$ cat src/rtl/candidate_sweep_engine.sv
// candidate_sweep_engine: LFSR candidate sweeper that buffers checker-satisfying assignments and streams them out
// Ports: clk/rst (async active-high); seed_load/seed reseed the LFSR in IDLE; start/target_cnt/max_tries
// begin a sweep; cand_out/sat_in form the combinational loop through the checker; sol_data/sol_valid/sol_ready
// stream buffered solutions; busy/done/timeout report sweep state; tried_cnt/found_cnt count this sweep.
module candidate_sweep_engine #(
    parameter int WIDTH      = 185,
    parameter int TAP_A      = 184,
    parameter int TAP_B      = 160,
    parameter int FIFO_DEPTH = 4,
    parameter int CNT_W      = 32
) (
    input  logic             clk,
    input  logic             rst,
    input  logic             seed_load,
    input  logic [WIDTH-1:0] seed,
    input  logic             start,
    input  logic [CNT_W-1:0] target_cnt,
    input  logic [CNT_W-1:0] max_tries,
    output logic [WIDTH-1:0] cand_out,
    input  logic             sat_in,
    output logic [WIDTH-1:0] sol_data,
    output logic             sol_valid,
    input  logic             sol_ready,
    output logic             busy,
    output logic             done,
    output logic             timeout,
    output logic [CNT_W-1:0] tried_cnt,
    output logic [CNT_W-1:0] found_cnt
);
    localparam int AW = $clog2(FIFO_DEPTH);
    typedef enum logic [1:0] {IDLE, RUN, DRAIN, DONE} state_t;
    state_t           state_q, state_d;
    logic [WIDTH-1:0] lfsr_q, lfsr_d;
    logic [WIDTH-1:0] mem_q [FIFO_DEPTH];
    logic [AW:0]      wr_q, rd_q;
    logic [CNT_W-1:0] tried_q, tried_d, found_q, found_d, tgt_q, tgt_d, max_q, max_d;
    logic             timeout_q, timeout_d;
    logic             full, pop, eval, push, go, hit_tgt, hit_max;
    logic [CNT_W-1:0] tried_inc, found_inc;
    assign sol_valid = wr_q != rd_q;
    assign full      = (wr_q[AW] != rd_q[AW]) && (wr_q[AW-1:0] == rd_q[AW-1:0]);
    assign pop       = sol_valid && sol_ready;
    // A satisfying candidate with nowhere to go holds the sweep; a simultaneous pop frees the slot.
    assign eval      = (state_q == RUN) && !(sat_in && full && !pop);
    assign push      = eval && sat_in;
    assign go        = start && (state_q == IDLE || state_q == DONE);
    assign tried_inc = &tried_q ? tried_q : tried_q + CNT_W'(1);
    assign found_inc = &found_q ? found_q : found_q + CNT_W'(1);
    assign sol_data  = mem_q[rd_q[AW-1:0]];
    assign cand_out  = lfsr_q;
    assign busy      = state_q == RUN || state_q == DRAIN;
    assign done      = state_q == DONE;
    assign timeout   = timeout_q;
    assign tried_cnt = tried_q;
    assign found_cnt = found_q;
    always_comb begin
        state_d   = state_q;
        lfsr_d    = lfsr_q;
        tried_d   = tried_q;
        found_d   = found_q;
        tgt_d     = tgt_q;
        max_d     = max_q;
        timeout_d = timeout_q;
        hit_tgt   = 1'b0;
        hit_max   = 1'b0;
        if (state_q == IDLE && seed_load) lfsr_d = |seed ? seed : WIDTH'(1);
        if (go) begin
            state_d   = RUN;
            tried_d   = '0;
            found_d   = '0;
            timeout_d = 1'b0;
            tgt_d     = target_cnt;
            max_d     = max_tries;
        end
        if (eval) begin
            tried_d = tried_inc;
            found_d = push ? found_inc : found_q;
            lfsr_d  = {lfsr_q[WIDTH-2:0], lfsr_q[TAP_A] ^ lfsr_q[TAP_B]};
            // Stop is judged on the updated counts; reaching the target takes precedence over the budget.
            hit_tgt = tgt_q != '0 && found_d == tgt_q;
            hit_max = max_q != '0 && tried_d == max_q;
            if (hit_tgt || hit_max) begin
                state_d   = DRAIN;
                timeout_d = !hit_tgt;
            end
        end
        if (state_q == DRAIN && !sol_valid) state_d = DONE;
    end
    always_ff @(posedge clk or posedge rst) begin
        if (rst) begin
            state_q   <= IDLE;
            lfsr_q    <= WIDTH'(1);
            wr_q      <= '0;
            rd_q      <= '0;
            tried_q   <= '0;
            found_q   <= '0;
            tgt_q     <= '0;
            max_q     <= '0;
            timeout_q <= 1'b0;
        end else begin
            state_q   <= state_d;
            lfsr_q    <= lfsr_d;
            wr_q      <= push ? wr_q + 1'b1 : wr_q;
            rd_q      <= pop ? rd_q + 1'b1 : rd_q;
            tried_q   <= tried_d;
            found_q   <= found_d;
            tgt_q     <= tgt_d;
            max_q     <= max_d;
            timeout_q <= timeout_d;
        end
    end
    always_ff @(posedge clk) begin
        if (push) mem_q[wr_q[AW-1:0]] <= cand_out;
    end
endmodule

$ cat config.mk
export PLATFORM = sky130hd
export DESIGN_NAME = candidate_sweep_engine
export DESIGN_NICKNAME = d
export VERILOG_FILES = /design/src/rtl/candidate_sweep_engine.sv
export SDC_FILE = /design/constraint.sdc
export NUM_CORES = 1
export LEC_CHECK = 0
export ABC_AREA = 1
export CAP_MARGIN = 10
export CORE_MARGIN = 10
export CORE_UTILIZATION = 40
export CTS_BUF_LIST = sky130_fd_sc_hd__clkbuf_4 sky130_fd_sc_hd__clkbuf_8
export DETAILED_ROUTE_END_ITERATION = 8
export SYNTH_ARGS = -nofsm -noshare
export SYNTH_HDL_FRONTEND = slang
export SYNTH_SLANG_ARGS = --single-unit
$ cat constraint.sdc
create_clock -name clk -period 24.6 [get_ports clk]
set_input_delay 4.92 -clock clk [delete_from_list [all_inputs] [get_ports clk]]
set_output_delay 4.92 -clock clk [all_outputs]
set_load 0.01 [all_outputs]
==> results of run 1 <==
## final timing paths
check	from	endpoint	slack, ns	cells after the start
max reg2reg	rd_q[1]	mem_q[0][103]	19.43	10
max	rd_q[1]	sol_data[112]	15.18	5
min in group asynchronous	rst	cand_out[21]	4.57	2
min reg2reg	tgt_q[16]	tgt_q[16]	0.53	2
min	tgt_q[16]	tgt_q[16]	0.53	2
max in group asynchronous	rst	rd_q[0]	17.97	4
## sequential cells by signal, indices dropped and copies added (netlist names)
name       flops
max_q         32
state_q        2
cand_out     185
wr_q           3
found_cnt     32
tgt_q         32
mem_q        740
rd_q           3
tried_cnt     32
timeout        1
## cell type report
type / instances / area, µm²
Fill cell: 9984 / 54200
Sequential cell: 1062 / 30300
Multi-Input combinational cell: 2736 / 12900
Timing Repair Buffer: 730 / 7240
Clock buffer: 273 / 3310
Tap cell: 1488 / 1860
Inverter: 180 / 708
Clock inverter: 62 / 463
Antenna cell: 2 / 5.00
## Yosys cell counts (all sizes together)
cell type	number
a21oi	5
and2	1
buf	44
clkbuf	199
dfrtp	321
dfstp	1
edfxtp	740
ha	11
inv	180
nand2	872
nand3	477
nand3b	5
nand4	35
nor2	509
nor3	19
nor4	50
o211ai	17
o21ai	465
o22ai	223
xnor2	5
xor2	42
## worst max-delay path, cell delays in order, from the launching register on
cell	delay, ns
dfrtp_4	0.71
inv_6	0.60
buf_4	0.90
o21ai_0	0.23
o22ai_1	0.37
clkdlybuf4s50_1	0.62
## cells by family (layout without fill, tap and decap cells)
logic type	count (synthesis)	after routing	synth area share, %
AND/OR/NAND/NOR	1968	1968	18.8
AO/OA/AOI/OAI	710	710	8.64
other	0	2	0
buffers and inverters	423	1245	3.79
XOR/XNOR	47	47	0.918
adder cells (fa/ha/maj)	11	11	0.307
flip-flops	1062	1062	67.5
## layer usage
metal / vias up / share of wire [%] / routed length [µm] / GRT usage (%)
met5: - / 0.018 / 27 / 0
met4: 4 / 4.5 / 6660 / 10.1
met3: 278 / 7.3 / 10900 / 5.99
met2: 1225 / 47 / 70900 / 37.0
met1: 17100 / 41 / 61100 / 29.4
li1: 16200 / - / - / -
## power by group through the flow
stage / sequential, mW / clock, mW / combinational [mW]
after CTS: 2.53 / 1.67 / 2.45
after detailed placement: 2.56 / 0 / 2.44
after global placement: 2.56 / 0 / 2.43
after floorplan: 2.57 / 0 / 1.20
after global routing: 2.57 / 1.76 / 2.63
final: 2.53 / 1.64 / 2.42
## cell usage in the layout, fill, tap and decap left out, drive strengths merged
cell type and n:
o21ai 465, ha 11, clkbuf 273, xnor2 5, clkinv 44, o22ai 223, nand3b 5, and2 1
clkinvlp 4, dfrtp 321, edfxtp 740, dfstp 1, bufinv 3, nor4 50, nand2 872, inv 191
nor2 509, nand4 35, nor3 19, buf 38, nand3 477, a21oi 5, xor2 42, clkdlybuf4s50 692
o211ai 17, diode 2
## per-stage QoR
step	std cells	power, mW
floorplan	4221	3.77
global placement	6196	4.99
detailed placement	6196	5.00
CTS	6531	6.65
global route	6533	6.95
finish	6533	6.58
==> impl_metrics.tcl, run 1 <==
set metrics [dict create \
    status "complete, no violations" \
    cellInternalPower_mw 4.12 \
    drc 0 \
    p_clk_share_pct 24.9 \
    core_area_um2 111000 \
    synth-seq-cells 1062 \
    start_kind "register" \
    vias_per_cell 5.33 \
    setup_violations 0 \
    die_area_um2 126000 \
    grt_max_degree 175 \
    p_sw_share_pct 37.4 \
    hp-class "reg -> reg" \
    timing.final.ws_setup_ns 15.18 \
    syn_area_um2 44900 \
    synth_nets 4487 \
    power_density_nw_per_um2 116 \
    cts_resized 0 \
    crit_type "reg -> out" \
    critPathCaptureType "output pin" \
    drv_cap 0 \
    synth_largest_area_cell "edfxtp_1" \
    hold_viol 0 \
    die_y_um 355 \
    cts_made_buffers 178 \
    fin_crit_sh_pct 38.3 \
    dp.final_hpwl_mm 98.5 \
    routabilityCongestion 0.922 \
    cts_tree "built" \
    cts.sinks 1062 \
    die_x_um 355 \
    antenna_found_initial 4 \
    drt_iter0_markers 2824 \
    ys_warn_count 0 \
    clk_latency_ns 0.86 \
    power_switching_mw 2.46 \
    p_leak_nw 21.6 \
    postCtsHoldBufs 0 \
    final_area_um2 56800 \
    cts.clk_slew.worst_paths_ns 0.06 \
    worstPathRequired_ns 19.68 \
    ir_drop_uv 97.8 \
    syn_inst 4221 \
    track_usage_pct 23.1 \
    initial_core_util_pct 40.4 \
    firstDrtPassIters 5 \
    drtAntennaViolNets 0 \
    grt_setup_unrepaired "no" \
    synthDistinctLibCells 34 \
    tightest_slew_ns 1.20 \
    maxSlewViolCount 0 \
    fin_nets 5154 \
    rows 122 \
    synth-seq-area-share_pct 67.5 \
    yosys.area.top_type_share_pct 49.5 \
    skew_ns 0.0499 \
    grt_pass1_vias 34000 \
    syn2layout_area_growth_pct 26.7 \
    sequentialPowerShare_pct 38.4 \
    max_freq_ghz 0.106 \
    vias 34900 \
    grt_pass1_wl_mm 223 \
    cts.path.max_buffers 3 \
    drt-total-wl_mm 150 \
    pwr-share-comb_pct 36.7 \
    critical_path_arrival_ns 4.50 \
    ys_top_cells_by_area "edfxtp_1 50%, dfrtp_1 18%, nand2_1 7.2%, nand3_1 5.3%, o21ai_0 5.1%" \
    routedWlPerCell_um 22.9 \
    fin_tns_setup_ns 0 \
    syn_avg_cell_area_um2 10.6 \
    utilization_pct 51.2 \
    post_dp_cell_area_um2 53000 \
    cts-root-buf "clkbuf_8" \
    drive_above_1_share_pct 8.15 \
    relSlewSlack_pct 19.9 \
    hold_ws_ns 0.535 \
    period_needed_ns 9.42 \
    post_cts_buffers 0 \
    io_pins 693 \
    pre_cts_slack_ns 15.43 \
    portBuffers 692 \
    cts_max_level 4 \
    grt_overflow_total 0 \
    crit_fanout 96 \
]
(Power assumes the default switching activity.)
==> run 2: changes to the inputs <==
clock period = 8.7 ns   (was 24.6 ns; I/O delays follow)
==> run 2 against run 1 <==
Net effect: global-route usage down 0.27 points; clock skew up 0.0076 ns; wire length down 0.82%; critical endpoint is now sol_data[36]; largest power group unchanged.
==> impl_metrics.tcl, run 2 (synthesis results as in run 1) <==
set metrics [dict create \
    cts_made_buffers 179 \
    syn2layout_area_growth_pct 26.8 \
    vias_per_cell 5.36 \
    post_cts_buffers 0 \
    grt_max_degree 229 \
    track_usage_pct 22.8 \
    largest_reg_flops 740 \
    crit_chain "buf_12 -> buf_4 -> o21ai_0 -> o22ai_1 -> clkdlybuf4s50_1" \
    grt_pass1_wl_mm 222 \
    drc 0 \
    tightest_slew_ns 1.39 \
    path_buf_inv 3 \
    layout_commonest_cell "nand2_1" \
    hp-class "reg -> reg" \
    core_area_um2 111000 \
    cts-root-buf "clkbuf_8" \
    die_x_um 355 \
    start_kind "register" \
    crit_type "reg -> out" \
    fin_tns_setup_ns 0 \
    ir_drop_uv 332 \
    maxSlewViolCount 0 \
    portBuffers 692 \
    cts.sinks 1062 \
    cts_max_level 4 \
    period_needed_ns 5.84 \
    max_freq_ghz 0.171 \
    mostFrequentLayoutCells "858 x nand2_1, 740 x edfxtp_1, 692 x clkdlybuf4s50_1, 486 x nor2_1, 471 x nand3_1" \
    die_area_um2 126000 \
    setup_violations 0 \
    dp.final_hpwl_mm 97.2 \
    die_y_um 355 \
    hold_viol 0 \
    grt_overflow_total 0 \
    drt-total-wl_mm 148 \
    clk_latency_ns 0.89 \
    worstPathRequired_ns 6.96 \
    drv_cap 0 \
    fillCellCount 9959 \
    drive_above_1_share_pct 7.94 \
    rows 122 \
    cts.clk_slew.worst_paths_ns 0.07 \
    critPathCaptureType "output pin" \
    cts_tree "built" \
    max_stage_delay_ns 0.89 \
    status "complete, no violations" \
    grt_pass1_vias 33900 \
    antenna_found_initial 3 \
    cts_resized 0 \
    power_density_nw_per_um2 327 \
    cp_top_family "buffers and inverters" \
    critical_path_arrival_ns 4.10 \
    routabilityCongestion 0.941 \
    skew_ns 0.0574 \
    firstDrtPassIters 6 \
    cts.path.max_buffers 3 \
    fin_crit_sh_pct 67.1 \
    slowest_stage "buf_4" \
    fin_nets 5153 \
    drt_iter0_markers 3118 \
    grt_setup_unrepaired "no" \
    routedWlPerCell_um 22.7 \
    initial_core_util_pct 40.4 \
    crit_fanout 180 \
    relSlewSlack_pct 7.51 \
    postCtsHoldBufs 0 \
    drtAntennaViolNets 0 \
    vias 35000 \
    hold_ws_ns 0.504 \
    io_pins 693 \
    p_leak_nw 21.6 \
]
==> run 2: per-stage QoR <==
stage / instances / instance area [µm²] / power, mW / utilization, % / setup WS, ns
2_1_floorplan: 4221 / 44900 / 10.6 / - / -2.03
3_3_place_gp: 6194 / 53100 / 14.1 / 47.9 / 3.14
3_5_place_dp: 6194 / 53100 / 14.2 / 47.9 / 3.25
4_1_cts: 6525 / 56900 / 18.8 / 51.2 / 2.70
5_1_grt: 6527 / 56900 / 19.6 / 51.2 / 2.54
6_report: 6528 / 56900 / 18.6 / 51.2 / 2.86
==> run 2: power by group <==
part	internal (mW)	switching [mW]
clock network	2.54	2.07
registers	6.51	0.640
logic	2.61	4.23
==> run 2: routing by layer <==
layer / global-route usage [%] / vias to the layer above / share of wire (%)
met5: 0 / - / 0.0088
met4: 9.81 / 2 / 4.0
met3: 4.98 / 281 / 7.0
met2: 36.8 / 1340 / 48
met1: 29.5 / 17200 / 41
li1: - / 16200 / -
==> run 2: worst paths after layout <==
kind                          from  slack [ns]  depth (start not counted)            end
hold reg to reg            wr_q[2]        0.50                          1        wr_q[2]
max in group asynchronous      rst        5.83                          4   cand_out[83]
hold / removal             wr_q[2]        0.50                          1        wr_q[2]
min in group asynchronous      rst        1.41                          3  cand_out[174]
setup reg to reg           rd_q[1]        3.85                         11  cand_out[136]
setup / recovery           rd_q[0]        2.86                          5   sol_data[36]
==> run 2: area by class of cell <==
type / count / area [µm²] / area share (%)
antenna: 3 / 7.51 / 0.0132
clock buffer: 260 / 3170 / 5.58
clock inverter: 71 / 567 / 0.997
inverter: 180 / 704 / 1.24
multi-input combinational: 2736 / 12900 / 22.8
sequential: 1062 / 30300 / 53.3
tap: 1488 / 1860 / 3.27
timing repair buffer: 728 / 7320 / 12.9
==> run 2: worst reg2reg max path, stage by stage (launching register included) <==
cell	delay, ns
dfrtp_4	0.76
buf_4	0.79
nand2_1	0.16
nand2_1	0.12
nor2_2	0.07
nand2_1	0.18
nand2_8	0.22
inv_8	0.58
buf_4	0.61
buf_4	0.86
nand2_1	0.28
o211ai_1	0.14
